File: config.mk
export PLATFORM = sky130hd
export DESIGN_NAME = dfi_rd_capture
export DESIGN_NICKNAME = d
export VERILOG_FILES = /design/src/rtl/dfi_rd_capture.sv
export SDC_FILE = /design/constraint.sdc
export NUM_CORES = 2
export LEC_CHECK = 0
export ABC_CLOCK_PERIOD_IN_PS = 11100
export BUFFER_PORTS_ARGS = -buffer_cell sky130_fd_sc_hd__buf_2
export CORE_ASPECT_RATIO = 0.7
export CORE_MARGIN = 2
export CORE_UTILIZATION = 40
export DETAILED_ROUTE_END_ITERATION = 7
export HOLD_SLACK_MARGIN = 0.12
export PLACE_DENSITY = 0.65
export SYNTH_ARGS = -nofsm -noshare
export SYNTH_HDL_FRONTEND = slang
export SYNTH_SLANG_ARGS = --single-unit
export TNS_END_PERCENT = 100
File: constraint.sdc
create_clock -name clk -period 11.1 [get_ports clk]
set_clock_uncertainty 0.2 [all_clocks]
set_input_delay 2.22 -clock clk [delete_from_list [all_inputs] [get_ports clk]]
set_output_delay 2.22 -clock clk [all_outputs]
set_load 0.02 [all_outputs]
File: src/rtl/dfi_rd_capture.sv
// dfi_rd_capture: DFI read return path - rddata_en generation, AXI ID tagging, credit-protected R buffer.
// Optional macro SAL_RD_ERR_EN adds sticky o_err_unexp / o_err_ovf drop flags.
`ifndef AXI_ID_WIDTH
`define AXI_ID_WIDTH 4
`endif

module dfi_rd_capture #(
    parameter int T_RDDATA_EN = 4,
    parameter int TAG_DEPTH   = 8,
    parameter int DATA_DEPTH  = 32
)(
    input  logic                     clk,
    input  logic                     rst,
    input  logic                     i_rd_issue,
    input  logic [`AXI_ID_WIDTH-1:0] i_rd_id,
    input  logic [3:0]               i_rd_len,
    output logic                     o_rd_ready,
    output logic                     o_dfi_rddata_en,
    input  logic                     i_dfi_rddata_valid,
    input  logic [63:0]              i_dfi_rddata,
    output logic                     o_r_valid,
    input  logic                     i_r_ready,
    output logic [`AXI_ID_WIDTH-1:0] o_r_id,
    output logic [63:0]              o_r_data,
    output logic                     o_r_last,
    output logic                     o_busy
`ifdef SAL_RD_ERR_EN
    ,
    output logic                     o_err_unexp,
    output logic                     o_err_ovf
`endif
);
    localparam int IW  = `AXI_ID_WIDTH;
    localparam int TW  = $clog2(TAG_DEPTH);
    localparam int DW  = $clog2(DATA_DEPTH);
    localparam int TCW = TW + 1;
    localparam int CW  = DW + 1;
    localparam int EW  = IW + 65;

    logic [IW+3:0] r_tag_mem [TAG_DEPTH];
    logic [TW:0]   r_tag_wp, r_tag_rp, w_tag_cnt;
    logic [3:0]    r_beat_cnt;
    logic [EW-1:0] r_dat_mem [DATA_DEPTH];
    logic [DW:0]   r_dat_wp, r_dat_rp, w_dat_cnt;
    logic [DW:0]   r_committed, w_add;
    logic [5:0]    r_en_cnt, w_en_next;
    logic [4:0]    w_push, w_tap;
    logic [IW+3:0] w_head;
    logic [EW-1:0] w_out;
    logic          w_acc, w_tag_full, w_tag_empty, w_beat, w_last;
    logic          w_dat_full, w_dat_wr, w_pop, w_dl_busy;

    always_comb begin
        w_tag_cnt   = r_tag_wp - r_tag_rp;
        w_tag_full  = w_tag_cnt == TCW'(TAG_DEPTH);
        w_tag_empty = r_tag_wp == r_tag_rp;
        w_dat_cnt   = r_dat_wp - r_dat_rp;
        w_dat_full  = w_dat_cnt == CW'(DATA_DEPTH);
        // Credit leaves room for one maximal 16-beat burst on top of what is committed
        o_rd_ready  = !rst && !w_tag_full && r_committed <= CW'(DATA_DEPTH - 16);
        w_acc       = i_rd_issue && o_rd_ready;
        w_push      = w_acc ? 5'(i_rd_len) + 5'd1 : 5'd0;
        w_add       = CW'(w_push);
        w_head      = r_tag_mem[r_tag_rp[TW-1:0]];
        w_beat      = i_dfi_rddata_valid && !w_tag_empty;
        w_last      = r_beat_cnt == w_head[3:0];
        w_dat_wr    = w_beat && !w_dat_full;
        w_out       = r_dat_mem[r_dat_rp[DW-1:0]];
        o_r_valid   = r_dat_wp != r_dat_rp;
        w_pop       = o_r_valid && i_r_ready;
        w_en_next   = (r_en_cnt != 6'd0 ? r_en_cnt - 6'd1 : 6'd0) + 6'(w_tap);
    end

    assign o_r_id          = w_out[EW-1:65];
    assign o_r_data        = w_out[64:1];
    assign o_r_last        = w_out[0];
    assign o_dfi_rddata_en = r_en_cnt != 6'd0;
    assign o_busy          = r_committed != '0 || r_en_cnt != 6'd0 || w_dl_busy;

    // r_en_cnt is the final stage of the enable delay, so only T_RDDATA_EN-1 slots sit ahead of it
    generate
        if (T_RDDATA_EN == 1) begin : g_nodl
            assign w_tap     = w_push;
            assign w_dl_busy = 1'b0;
        end else begin : g_dl
            logic [4:0] r_dl [T_RDDATA_EN-1];
            logic       w_any;
            always_ff @(posedge clk) begin
                if (rst) begin
                    for (int i = 0; i < T_RDDATA_EN - 1; i++) r_dl[i] <= 5'd0;
                end else begin
                    r_dl[0] <= w_push;
                    for (int i = 1; i < T_RDDATA_EN - 1; i++) r_dl[i] <= r_dl[i-1];
                end
            end
            always_comb begin
                w_any = 1'b0;
                for (int i = 0; i < T_RDDATA_EN - 1; i++) w_any = w_any | (r_dl[i] != 5'd0);
            end
            assign w_tap     = r_dl[T_RDDATA_EN-2];
            assign w_dl_busy = w_any;
        end
    endgenerate

    always_ff @(posedge clk) begin
        if (w_acc) r_tag_mem[r_tag_wp[TW-1:0]] <= {i_rd_id, i_rd_len};
        if (w_dat_wr) r_dat_mem[r_dat_wp[DW-1:0]] <= {w_head[IW+3:4], i_dfi_rddata, w_last};
    end

    always_ff @(posedge clk) begin
        if (rst) begin
            r_tag_wp    <= '0;
            r_tag_rp    <= '0;
            r_beat_cnt  <= 4'd0;
            r_dat_wp    <= '0;
            r_dat_rp    <= '0;
            r_committed <= '0;
            r_en_cnt    <= 6'd0;
        end else begin
            if (w_acc) r_tag_wp <= r_tag_wp + TCW'(1);
            if (w_beat) begin
                r_beat_cnt <= w_last ? 4'd0 : r_beat_cnt + 4'd1;
                if (w_last) r_tag_rp <= r_tag_rp + TCW'(1);
            end
            if (w_dat_wr) r_dat_wp <= r_dat_wp + CW'(1);
            if (w_pop) r_dat_rp <= r_dat_rp + CW'(1);
            r_committed <= r_committed + w_add - CW'(w_pop);
            r_en_cnt    <= w_en_next;
        end
    end

`ifdef SAL_RD_ERR_EN
    logic r_err_unexp, r_err_ovf;
    always_ff @(posedge clk) begin
        if (rst) begin
            r_err_unexp <= 1'b0;
            r_err_ovf   <= 1'b0;
        end else begin
            if (i_dfi_rddata_valid && w_tag_empty) r_err_unexp <= 1'b1;
            if ((w_beat && w_dat_full) || (i_rd_issue && !o_rd_ready)) r_err_ovf <= 1'b1;
        end
    end
    assign o_err_unexp = r_err_unexp;
    assign o_err_ovf   = r_err_ovf;
`endif
endmodule

# After elaboration in Yosys (flattened, before gate mapping)

Memory sizes are Yosys's and may differ from the RTL's. A register that Yosys moved wholly into a read port is not among the register bits.
Index checks and enable logic that the tools add are counted.

Multiplexer cells: 17
Eq/ne operators: 5
Reductions and logical operators: 18
Add/subtract/negate cells: 12
Bitwise gates (word level): 5
$lt $le $gt $ge: 1

Operators with widths:

| cell                  | number |
|---|---|
| $mux W5               | 6 |
| $reduce_bool A5 Y1    | 3 |
| $add A4 B1 Y4 const B | 3 |
| $add A6 B1 Y6 const B | 2 |
| $add A6 B5 Y6         | 2 |
| $reduce_bool A6 Y1    | 2 |
| $eq A4 B4 Y1          | 2 |
| $mux W1               | 7 |
| $eq A6 B6 Y1 const B  | 1 |
| $le A6 B5 Y1 const B  | 1 |
| $logic_and A1 B1 Y1   | 6 |
| $mux W3               | 2 |
| $mux W6               | 1 |
| $ne A6 B6 Y1          | 1 |
| $sub A6 B1 Y6         | 1 |
| $sub A6 B1 Y6 const B | 1 |
| $sub A6 B6 Y6         | 1 |
| $add A4 B1 Y5 const B | 1 |
| $or A1 B1 Y1          | 5 |
| $eq A4 B4 Y1 const B  | 1 |
| $logic_not A1 Y1      | 4 |
| $mux W4               | 1 |
| $sub A4 B4 Y4         | 1 |
| $logic_or A1 B1 Y1    | 2 |
| $reduce_and A2 Y1     | 1 |

Output and inout bits: 73
Memory bits (writable): 2287
Flip-flop bits (word level): 36
Memories kept: 3
Bits of input ports: 77
Word-level logic and storage cells: 68

Memory list:

| name      | words | width | rd ports | clocked after memory_dff | write ports | line | RTL |
|---|---|---|---|---|---|---|---|
| r_dat_mem | 32    | 69    | 1        | 1                        | 1           | 43   | `logic [EW-1:0] r_dat_mem [DATA_DEPTH];` |
| r_tag_mem | 8     | 8     | 1        | 1                        | 1           | 40   | `logic [IW+3:0] r_tag_mem [TAG_DEPTH];` |
| g_dl.r_dl | 3     | 5     | 3        | 0                        | 3           | 86   | `logic [4:0] r_dl [T_RDDATA_EN-1];` |

# Depth between registers and ports, before layout

Word-level depth: 9
Mapped depth: 18
Gate-level depth less buffers: 17

# Least setup slack after synthesis

OpenSTA, ideal clock, no wires.

Path kind: input port to flip-flop
Start point: input port i_dfi_rddata_valid
End point: memory r_dat_mem[0][0] in the netlist's numbering, enable pin
Slack: 0.686 ns
Cell stages on the path: 4
Path buffers: 1
Data arrival time: 9.547 ns
Data required time: 10.232 ns
Setup time: 0.668 ns
Cells stage by stage: and2_0 -> clkbuf_1 -> nand3_1 -> nor4_1

Longest elaborated chain between the ends: 4

RTL lines:

| what                          | line | RTL |
|---|---|---|
| start, declared               | 19   | `input logic i_dfi_rddata_valid,` |
| $logic_and A1 B1 Y1           | 65   | `w_beat = i_dfi_rddata_valid && !w_tag_empty;` |
| $logic_and A1 B1 Y1           | 67   | `w_dat_wr = w_beat && !w_dat_full;` |
| $mux W1                       | 107  | `if (w_dat_wr) r_dat_mem[r_dat_wp[DW-1:0]] <= {w_head[IW+3:4], i_dfi_rddata, w_last};` |
| $mux W1 (not written as such) | 107  |  |
| end, declared                 | 43   |  |

Every way passes these cells.

==> results.toml <==
[finish]
drive_above_1_share_pct = 33.19
regArea_sq_um = 69430
multi_input_area_sq_um = 18990
final_nets = 4020
fin_area_sq_um = 100600
finalNonFillerCells = 7002
area_growth_pct = 12.86
num-fill-cells = 17880
fin_util_pct = 45.57

[critical_path]
critPathCaptureType = "primary output"
worstPathCellList = "buf_12 > buf_12 > mux4_2 > mux4_2 > mux2_2 > buf_2"
crit_buf_inv = 3
cpPeakStageDelay_ps = 890
ff2ff_setup_slack_ps = 5600
cp.required_ps = 8680
startpoint_type = "register"
path_max_fanout = 83
cp_top_family = "multiplexers"
crit_path_top_delay_cell = "dfxtp_4"
critPathKind = "reg -> out"
cp.arrival_ps = 4700

[sta]
setup_tns_ps = 0
final.setup.worst_slack_ps = 3975
finalSetupViolCount = 0
slew_viol_final = 0
period_share_pct = 64.19
tightest_slew_ps = 1253
slew_headroom_pct = 16.45
holdWs_ps = 258.0
hold_viol_final = 0
fmax_mhz = 140.4
rsz0062_at_grt = "no"
period_needed_ps = 7125

[clock_network]
clock_path_buffers = 4
insertion_delay_ps = 850
cts_tree = "yes"
ctsResizeCount = 0
postCtsHoldBufs = 0
clk_pin_slew_ps = 60
root_buffer = "clkbuf_16"
ctsHtreeMaxLevel = 4
clock-sinks = 2331
cts_setup_buffers = 0
cts_made_buffers = 216

[grt]
grt.total_usage_pct = 18.41
grt_remaining_overflow = 0
grt_pass1_vias = 40390
antenna_found_initial = 27
grt_max_degree = 158
grt_pass1_wl_microns = 298200

[floorplan]
rows = 144
coreArea_sq_um = 220700
die_x_microns = 568.1
num_io_pins = 150
die_y_microns = 398.9
start_util_pct = 40.38
dieArea_sq_um = 226600

[yosys]
synth_edf_count = 2272
synth_async_sr_flop_share_pct = 0
yosysWarningCount = 0
ys_seq_elements = 2331
synth.largest_area_cell = "edfxtp_1"
synth-main-ff-cell = "edfxtp_1"
synth_area_leaders = "edfxtp_1, mux4_2, dfxtp_1, mux2_2, ha_1"
synth_top_cell_area_share_pct = 76.56
syn_nets = 3743
syn_avg_cell_area_sq_um = 24.55
synthesis.area_sq_um = 89110
ys_types = 48
synth_cells = 3630
ys_seq_area_share_pct = 77.89

[routing]
wl_per_cell_microns = 29.99
ant_nets = 0
via_per_inst = 5.735
firstDrtPassIters = 5
drt_first_iter_violations = 5242
routed_wirelength_microns = 210000
drc = 0
via_count = 40160

[power_and_ir_drop]
p_leak_nw = 30.04
ir_drop_uv = 135.4
p_per_area_nw_per_um2 = 186.0
total_power_mw = 18.71

[place]
io_buffers = 149
post-dp-hpwl_microns = 102800
dp_cells = 6609
dpl_cell_area_sq_um = 93760
place_ws_ps = 4687
gp_congestion = 0.7212

[worst_hold_path]
min_path_type = "reg -> reg"

[outcome]
status = "completed"

[run]
maxCapViolCount = 0
[Yosys cell counts, drive strengths merged, types with 2 or more instances]
| library cell | number |
|---|---|
| a211oi | 2 |
| a21o | 4 |
| a21oi | 18 |
| a311oi | 2 |
| a31o | 3 |
| and2 | 5 |
| and3 | 3 |
| buf | 77 |
| clkbuf | 102 |
| dfxtp | 59 |
| edfxtp | 2272 |
| fa | 2 |
| ha | 34 |
| inv | 40 |
| mux2 | 78 |
| mux2i | 18 |
| mux4 | 702 |
| nand2 | 14 |
| nand2b | 7 |
| nand3 | 14 |
| nand3b | 2 |
| nand4 | 7 |
| nor2 | 62 |
| nor2b | 30 |
| nor3 | 9 |
| nor3b | 3 |
| nor4 | 8 |
| o21ai | 5 |
| o21bai | 3 |
| or3 | 4 |
| or4 | 2 |
| xnor2 | 15 |
| xor2 | 14 |
[power by group]
| part | leakage (nW) | internal [mW] | switching (mW) | total [mW] |
|---|---|---|---|---|
| clock | 3.30 | 4.07 | 3.18 | 7.25 |
| combinational | 5.83 | 0.836 | 0.861 | 1.70 |
| sequential | 20.9 | 9.72 | 0.0437 | 9.76 |
| total | 30.0 | 14.6 | 4.08 | 18.7 |
[cell type report]
cell class / instances / area share, %
diodes: 6 / 0.01493
clock buffers: 266 / 5.654
clock inverters: 121 / 1.102
inverters: 40 / 0.1493
multi-input cells: 1080 / 18.89
flip-flops and latches: 2331 / 69.03
well taps: 2920 / 3.633
repair buffers: 238 / 1.530
[state kept, by name, summed over array words and instances, names as in the netlist, named ones only]
signal and flops:
r_dat_mem 2208, g_dl.r_dl 15, r_beat_cnt 4, r_committed 6, r_tag_rp 4, r_dat_wp 6, r_tag_wp 4, r_tag_mem 64
r_en_cnt 6, r_dat_rp 6
[layout by cell type (no fill, tap or decap), drive strengths merged, types with 3 or more instances in the layout]
cell type / instances
a21o: 4
nor2: 62
nand3: 14
a31o: 3
nand2: 14
o21ai: 5
nand4: 7
nor2b: 30
nor3: 9
diode: 6
dfxtp: 59
nand2b: 7
nor3b: 3
clkinvlp: 9
clkbuf: 266
inv: 45
nor4: 8
and2: 5
a21oi: 18
and3: 3
ha: 34
edfxtp: 2272
mux2: 78
mux4: 702
bufinv: 19
mux2i: 18
or3: 4
buf: 238
o21bai: 3
xnor2: 15
xor2: 14
clkinv: 88
[per-layer routing]
layer,routed length (microns),track usage (%),up-vias
li1,-,-,16170
met3,17280,3.767,319
met1,89840,26.95,21930
met2,97510,28.39,1717
met4,5260,4.654,14
met5,89,0,-
[worst paths after layout]
kind                    from                 to  cells past startpoint
min          g_dl.r_dl[0][6]   g_dl.r_dl[0][11]                      1
min reg2reg  g_dl.r_dl[0][6]   g_dl.r_dl[0][11]                      1
max reg2reg      r_dat_wp[3]  r_dat_mem[17][12]                      9
max                 register          o_r_id[0]                      6
[logic make-up (layout without fill, tap and decap cells)]
logic type	Yosys count	in the layout	share of synthesized area, %
AOI/OAI and AO/OA	45	45	0.3300
xor gates and xnor gates	29	29	0.2850
adders and majority gates	36	36	0.5223
buffers and inverters	219	665	1.063
DFF	2331	2331	77.89
muxes	798	798	18.93
other	0	6	0
and+or+nand+nor	172	172	0.9842
(Power assumes the default switching activity.)
